--- src/rtl/uart_tx_param.sv ---
// Parametrised UART transmitter with a one-entry holding buffer.
// Configurable data width, parity and stop bits; baud-tick timing on CLOCK_50.
module uart_tx_param #(
  parameter int CLK_FREQ  = 50000000,
  parameter int BAUD      = 115200,
  parameter int DATA_BITS = 8,
  parameter int PARITY    = 0,
  parameter int STOP_BITS = 1
) (
  input  logic                 CLOCK_50,
  input  logic                 reset,
  input  logic [DATA_BITS-1:0] tx_data,
  input  logic                 tx_valid,
  output logic                 tx_ready,
  output logic                 UART_TX,
  output logic                 tx_busy,
  output logic [15:0]          frame_count
);

  localparam int DIV = (CLK_FREQ + BAUD / 2) / BAUD;
  localparam int TW  = (DIV > 2) ? $clog2(DIV) : 1;

  localparam logic [TW-1:0] TOP    = TW'(DIV - 1);
  localparam logic [TW-1:0] T_ONE  = TW'(1);
  localparam logic [3:0]    LAST_D = 4'(DATA_BITS - 1);
  localparam logic [3:0]    LAST_S = 4'(STOP_BITS - 1);

  localparam logic [2:0] S_IDLE  = 3'd0;
  localparam logic [2:0] S_START = 3'd1;
  localparam logic [2:0] S_DATA  = 3'd2;
  localparam logic [2:0] S_PAR   = 3'd3;
  localparam logic [2:0] S_STOP  = 3'd4;

  if (DIV < 2) begin : g_bad_div
    $error("uart_tx_param: bit period DIV must be at least 2");
  end
  if (DATA_BITS < 5 || DATA_BITS > 9) begin : g_bad_width
    $error("uart_tx_param: DATA_BITS must be 5..9");
  end
  if (PARITY < 0 || PARITY > 2) begin : g_bad_par
    $error("uart_tx_param: PARITY must be 0, 1 or 2");
  end
  if (STOP_BITS < 1 || STOP_BITS > 2) begin : g_bad_stop
    $error("uart_tx_param: STOP_BITS must be 1 or 2");
  end

  logic [2:0]           state;
  logic [TW-1:0]        timer;
  logic [3:0]           bit_cnt;
  logic [DATA_BITS-1:0] shreg;
  logic                 par_q;
  logic [DATA_BITS-1:0] hold;
  logic                 hold_full;
  logic                 line_q;
  logic                 busy_q;
  logic [15:0]          fc_q;

  logic tick;
  logic last_stop;
  logic load;
  logic accept;
  logic par_calc;

  // Handshake, bit-timer and load decisions.
  always_comb begin
    tx_ready  = ~hold_full & ~reset;
    accept    = tx_valid & tx_ready;
    tick      = (timer == '0);
    last_stop = (state == S_STOP) && tick && (bit_cnt == LAST_S);
    load      = hold_full && ((state == S_IDLE) || last_stop);
    par_calc  = (PARITY == 1) ? ~^hold : ^hold;
  end

  // Holding buffer: filled on accept, emptied when the shifter loads.
  always_ff @(posedge CLOCK_50 or posedge reset) begin
    if (reset) begin
      hold      <= '0;
      hold_full <= 1'b0;
    end else if (load) begin
      hold_full <= 1'b0;
    end else if (accept) begin
      hold      <= tx_data;
      hold_full <= 1'b1;
    end
  end

  // Frame sequencer: each line bit lasts DIV clocks, line is registered.
  always_ff @(posedge CLOCK_50 or posedge reset) begin
    if (reset) begin
      state   <= S_IDLE;
      timer   <= '0;
      bit_cnt <= '0;
      shreg   <= '0;
      par_q   <= 1'b0;
      line_q  <= 1'b1;
      busy_q  <= 1'b0;
    end else if (load) begin
      state   <= S_START;
      timer   <= TOP;
      bit_cnt <= '0;
      shreg   <= hold;
      par_q   <= par_calc;
      line_q  <= 1'b0;
      busy_q  <= 1'b1;
    end else if (state != S_IDLE && !tick) begin
      timer <= timer - T_ONE;
    end else begin
      case (state)
        S_IDLE: begin
        end
        S_START: begin
          state  <= S_DATA;
          timer  <= TOP;
          line_q <= shreg[0];
        end
        S_DATA: begin
          timer <= TOP;
          if (bit_cnt == LAST_D) begin
            bit_cnt <= '0;
            if (PARITY != 0) begin
              state  <= S_PAR;
              line_q <= par_q;
            end else begin
              state  <= S_STOP;
              line_q <= 1'b1;
            end
          end else begin
            bit_cnt <= bit_cnt + 4'd1;
            shreg   <= shreg >> 1;
            line_q  <= shreg[1];
          end
        end
        S_PAR: begin
          state   <= S_STOP;
          timer   <= TOP;
          bit_cnt <= '0;
          line_q  <= 1'b1;
        end
        S_STOP: begin
          if (bit_cnt == LAST_S) begin
            state  <= S_IDLE;
            busy_q <= 1'b0;
            line_q <= 1'b1;
          end else begin
            bit_cnt <= bit_cnt + 4'd1;
            timer   <= TOP;
          end
        end
        default: begin
          state  <= S_IDLE;
          line_q <= 1'b1;
          busy_q <= 1'b0;
        end
      endcase
    end
  end

  // Completed-frame counter, bumped on the last clock of the final stop bit.
  always_ff @(posedge CLOCK_50 or posedge reset) begin
    if (reset) begin
      fc_q <= '0;
    end else if (last_stop) begin
      fc_q <= fc_q + 16'd1;
    end
  end

  assign UART_TX     = line_q;
  assign tx_busy     = busy_q;
  assign frame_count = fc_q;

endmodule

--- config.mk ---
export PLATFORM = sky130hd
export DESIGN_NAME = uart_tx_param
export DESIGN_NICKNAME = d
export VERILOG_FILES = /design/src/rtl/uart_tx_param.sv
export SDC_FILE = /design/constraint.sdc
export NUM_CORES = 1
export LEC_CHECK = 0
export CAP_MARGIN = 5
export CORE_ASPECT_RATIO = 0.9
export CORE_MARGIN = 2
export CORE_UTILIZATION = 47
export CTS_BUF_LIST = sky130_fd_sc_hd__clkbuf_4 sky130_fd_sc_hd__clkbuf_8
export CTS_CLUSTER_SIZE = 40
export DETAILED_ROUTE_END_ITERATION = 12
export PLACE_DENSITY = 0.76
export SLEW_MARGIN = 25
export SYNTH_ARGS = -nofsm -noshare
export SYNTH_HDL_FRONTEND = slang
export SYNTH_SLANG_ARGS = --single-unit
--- constraint.sdc ---
create_clock -name CLOCK_50 -period 3 [get_ports CLOCK_50]
set_clock_uncertainty 0.05 [all_clocks]
set_input_delay 0.75 -clock CLOCK_50 [delete_from_list [all_inputs] [get_ports CLOCK_50]]
set_output_delay 0.75 -clock CLOCK_50 [all_outputs]
set_load 0.1 [all_outputs]
==> impl_metrics.ini, run 1 <==
[synthesis]
ys_warn_count = 0
async_reset_ff_share_pct = 100
syn_inst = 244
yosysUniqueCellTypes = 51
synthesis.nets = 259
netlist_top_cells_area = dfrtp_1 (48%), mux2_2 (3.9%), nand2_1 (3.5%), xor2_1 (3.4%), a21oi_1 (2.5%)
synth_edf_count = 0
ys_top_cells_by_count = dfrtp_1 (50), nand2_1 (24), nor2_1 (16)
syn_area_per_cell_sq_um = 10.6
synth_seq_cells = 51
synthesis.area_sq_um = 2580
synthFlopType = dfrtp_1
yosysTopAreaCellShare_pct = 48.5
ys_seq_area_share_pct = 49.5
yosysMostFrequentCell = dfrtp_1
yosysTopAreaCell = dfrtp_1

[final_layout]
finalInstanceArea_sq_um = 2990
insertedDiodeCount = 0
layout-drive-gt1-share_pct = 21.5
finish.utilization_pct = 56.5
nets = 288
nFillCells = 444
area_growth_pct = 15.8

[detailed_routing]
vias_per_cell = 5.69
vias = 1941
drcViolationCount = 0
drt_iter0_drc = 155
routedWlPerCell_microns = 14.5
wirelength_microns = 4950
ant_nets = 0
firstDrtPassIters = 5

[power]
cellPowerDensity_nw_per_um2 = 711
peakVddDrop_uv = 405
total_power_mw = 2.12
leakage_nw = 1.34

[placed_design]
place_area_sq_um = 2890
gp_congestion = 0.864
hpwl_microns = 3570
portBuffers = 29

[clocking]
clk_pin_slew_ns = 0.10
cts_tree = yes
root_buffer = clkbuf_8
cts_setup_buffers = 0
cts_buffers = 5
clock_latency_ns = 0.31
cts-resized-gates = 0
htreeDepth = 2
cts-hold-fix-buffers = 0
clockBufferDepth = 2
clkSinkCount = 51

[floorplan]
die_x_microns = 82.1
dieArea_sq_um = 6100
initial_core_util_pct = 48.8
core_sq_um = 5290
rows = 25
io_pins = 30
die_height_microns = 74.3

[global_routing]
grt_pass1_vias = 1782
track_usage_pct = 18.3
grt.overflow.total = 0
grt_pass1_wl_microns = 8540
antenna_found_initial = 0
grt_start_max_net_pins = 29

[worst_setup_path]
critical_path_class = reg -> reg
cp_max_fo = 8
cp-end-kind = register
crit_arrival_ns = 2.76
startpoint_type = register
crit_required_ns = 3.16

[status]
status = finished, final reports clean

[timing]
relSlewSlack_pct = 57.0
fmax_mhz = 385
final_hold_viol_count = 0
rsz0062_at_grt = no
period_share_pct = 86.6
tightest_slew_ns = 0.638
final.setup.tns_ns = 0
period_needed_ns = 2.60
setup_viol = 0
slew_viol_final = 0

[min_path]
hold_class = reg -> reg

[job]
maxCapViolCount = 0
[final cells by class]
class	count	area (sq um)	share of cell area (%)
repair buffers	31	283	9.46
clock inverters	1	7.51	0.251
clock buffers	7	96.3	3.22
flip-flops and latches	51	1280	42.7
multi-input cells	174	1200	40.3
inverters	10	37.5	1.26
well taps	67	83.8	2.80
[layer usage]
| layer | vias up | wire length, microns | track usage (%) |
|---|---|---|---|
| met2 | 48 | 2300 | 26.8 |
| met3 | 5 | 215 | 3.76 |
| met5 | - | 0 | 0 |
| met1 | 945 | 2380 | 27.5 |
| met4 | 0 | 51 | 5.56 |
| li1 | 943 | - | - |
[worst max-delay path, stage by stage (launching register included)]
cell     delay (ns)
dfrtp_1        0.41
inv_1          0.10
ha_1           0.23
or4b_4         0.52
nor3_1         0.37
and3_1         0.45
o21ai_2        0.15
a22o_2         0.23
[final timing paths]
path                                 start         endpoint  slack [ns]  cells past startpoint
min reg2reg                frame_count[15]  frame_count[15]        0.42                      1
min in group asynchronous            reset   frame_count[2]        0.78                      2
max in group asynchronous            reset          UART_TX        1.53                      3
min                        frame_count[15]  frame_count[15]        0.42                      1
max reg2reg                       timer[0]         shreg[7]        0.40                      7
max                               timer[0]         shreg[7]        0.40                      7
[placed cells by master (no fill, tap or decap), types with 2 or more instances in the layout]
master,Yosys,final
o311a_1,2,2
a21o_1,5,5
dfrtp_1,50,50
a21oi_1,13,13
nor2_1,16,15
nand3_1,10,10
buf_12,1,2
a22o_2,6,6
nand2_1,24,24
and3_1,2,2
clkdlybuf4s50_1,0,10
nor3_1,9,9
mux2_2,9,9
buf_4,2,19
inv_1,10,9
nor3b_1,3,3
o22ai_1,2,2
o21a_1,2,2
xnor2_1,5,5
nand2b_1,3,3
nand4_1,7,7
xor2_1,10,10
o31ai_1,2,2
and2_1,2,2
clkbuf_8,0,7
ha_1,4,4
mux2i_1,2,2
a211oi_1,2,2
nor4_2,4,4
o21ai_0,10,10
[metrics by stage]
stage / hold slack [ns] / instances / setup slack, ns
global route: 0.452 / 341 / 0.246
CTS: 0.429 / 341 / 0.403
global placement: 0.410 / 333 / 0.516
floorplan: 0.394 / 244 / 0.393
finish: 0.425 / 341 / 0.401
detailed placement: 0.414 / 333 / 0.415
[power by group]
group	total (mW)	leakage, nW	switching, mW	internal [mW]
clock	0.434	0.0505	0.224	0.210
combinational	0.646	0.649	0.361	0.285
sequential	1.04	0.644	0.174	0.870
total	2.12	1.34	0.759	1.37
[state kept, by name (all words and copies together), names as in the netlist]
| signal | cells |
|---|---|
| frame_count | 16 |
| timer | 9 |
| hold | 8 |
| shreg | 8 |
| bit_cnt | 4 |
| state | 3 |
| UART_TX | 1 |
| hold_full | 1 |
| tx_busy | 1 |
[logic make-up (layout without fill, tap and decap cells)]
family,count (synthesis),count (layout),share of synthesized area (%)
fa+ha+maj,4,4,1.94
buf+inv,19,49,3.97
compound gates,54,54,15.3
xor+xnor,15,15,5.09
mux,11,11,4.70
simple gates,90,90,19.5
flops,51,51,49.5
(Power assumes the default switching activity.)
==> inputs of run 2 (changes only) <==
- CORE_UTILIZATION: 47 -> 35
- PLACE_DENSITY: 0.76 -> 0.61
==> impl_metrics.ini, run 2 (synthesized netlist as in run 1, its figures left out) <==
[final_layout]
layout_common_cells = dfrtp_1 (50), nand2_1 (24), buf_4 (20), nor2_1 (15), a21oi_1 (13)
area_growth_pct = 17.0
final_common_cell = dfrtp_1
final-seq-area_sq_um = 1280
multiInputGateArea_sq_um = 1200
nets = 289
layout-drive-gt1-share_pct = 21.8
largest_reg_flops = 16
insertedDiodeCount = 0
nFillCells = 719

[worst_setup_path]
cp_max_fo = 14
slowest_delay_ns = 0.51
worstPathCellList = inv_1 -> ha_1 -> or4b_4 -> o41ai_4 -> and2_1 -> a211oi_1 -> a41o_1
crit_buf_inv = 1
crit_required_ns = 3.16
critical-path-top-delay-family = simple AND/OR/NAND/NOR gates
critical_path_class = reg -> reg
cp-end-kind = register
slowest_stage = or4b_4
crit_arrival_ns = 2.72
startpoint_type = register

[global_routing]
grt_start_max_net_pins = 29
grt_pass1_wl_microns = 9110
antenna_found_initial = 0
grt.overflow.total = 0
track_usage_pct = 14.7
grt_pass1_vias = 1815

[clocking]
clkSinkCount = 51
clockBufferDepth = 2
clock_latency_ns = 0.31
root_buffer = clkbuf_8
clk_pin_slew_ns = 0.10
cts_setup_buffers = 0
cts-hold-fix-buffers = 0
cts-resized-gates = 0
cts_tree = yes
htreeDepth = 2
cts_buffers = 5

[placed_design]
hpwl_microns = 3690
portBuffers = 29
gp_congestion = 0.786

[power]
seqPwrFrac_pct = 49.8
switchingPower_mw = 0.780
total_power_mw = 2.11
p_int_mw = 1.33
cellPowerDensity_nw_per_um2 = 699
peakVddDrop_uv = 464
p_sw_share_pct = 36.9
leakage_nw = 1.35
clockPowerShare_pct = 19.9
pwr-share-comb_pct = 30.2

[timing]
fmax_mhz = 391
tightest_slew_ns = 0.653
period_share_pct = 85.3
final_hold_viol_count = 0
final.setup.tns_ns = 0
setup_viol = 0
rsz0062_at_grt = no
period_needed_ns = 2.56
slew_viol_final = 0
relSlewSlack_pct = 56.0

[job]
maxCapViolCount = 0

[detailed_routing]
vias = 1902
routedWlPerCell_microns = 14.3
vias_per_cell = 5.17
wirelength_microns = 5260
firstDrtPassIters = 4
drcViolationCount = 0
drt_iter0_drc = 60
ant_nets = 0

[floorplan]
rows = 29
dieArea_sq_um = 8080
die_height_microns = 85.5
io_pins = 30
initial_core_util_pct = 36.3
core_sq_um = 7110
die_x_microns = 94.5

[status]
status = finished, final reports clean

[min_path]
hold_class = reg -> reg
run 2: cell types whose count changed in the layout (fill, tap and decap cells not counted):
cell,before,now
clkinvlp_4,1,0
buf_4,19,20
clkinv_4,0,2
clkbuf_4,0,1
clkbuf_8,7,5
run 2: cell type report:
type | count | area share, %
clock buffers | 6 | 2.53
repair buffers | 32 | 9.61
well taps | 93 | 3.85
clock inverters | 2 | 0.580
multi-input cells | 174 | 39.9
inverters | 10 | 1.24
flip-flops and latches | 51 | 42.3
run 2: worst paths after layout:
kind	start	endpoint	slack [ns]	cells past startpoint
max reg2reg	timer[0]	bit_cnt[2]	0.44	7
min reg2reg	frame_count[15]	frame_count[15]	0.43	1
max in group asynchronous	reset	frame_count[15]	1.52	3
min in group asynchronous	reset	frame_count[3]	0.83	2
max	timer[0]	bit_cnt[2]	0.44	7
min	frame_count[15]	frame_count[15]	0.43	1
run 2: worst reg2reg max path, stage by stage (launching register included):
cell and delay, ns:
dfrtp_1 0.40, inv_1 0.09, ha_1 0.22, or4b_4 0.51, o41ai_4 0.39, and2_1 0.49, a211oi_1 0.09, a41o_1 0.22
run 2: power groups by stage:
stage,Sequential (mW),Clock [mW],Combinational (mW)
floorplan,1.04,0,0.507
global placement,1.06,0,0.632
detailed placement,1.06,0,0.640
CTS,1.05,0.435,0.641
global route,1.08,0.473,0.715
finish,1.05,0.421,0.639
run 2: through the flow:
step | area (sq um) | util [%] | hold WS [ns] | worst slack [ns] | cells
after floorplan | 2580 | - | 0.394 | 0.393 | 244
after global placement | 2930 | 41.1 | 0.410 | 0.493 | 360
after detailed placement | 2930 | 41.1 | 0.411 | 0.419 | 360
after CTS | 3020 | 42.5 | 0.432 | 0.417 | 368
after global routing | 3020 | 42.5 | 0.469 | 0.232 | 368
final | 3020 | 42.5 | 0.429 | 0.442 | 368
run 2: per-layer routing:
layer / GRT usage (%) / up-vias / routed length [microns]
li1: - / 941 / -
met1: 22.0 / 917 / 2750
met3: 3.73 / 8 / 203
met2: 20.2 / 36 / 2220
met5: 0 / - / 0
met4: 5.80 / 0 / 83
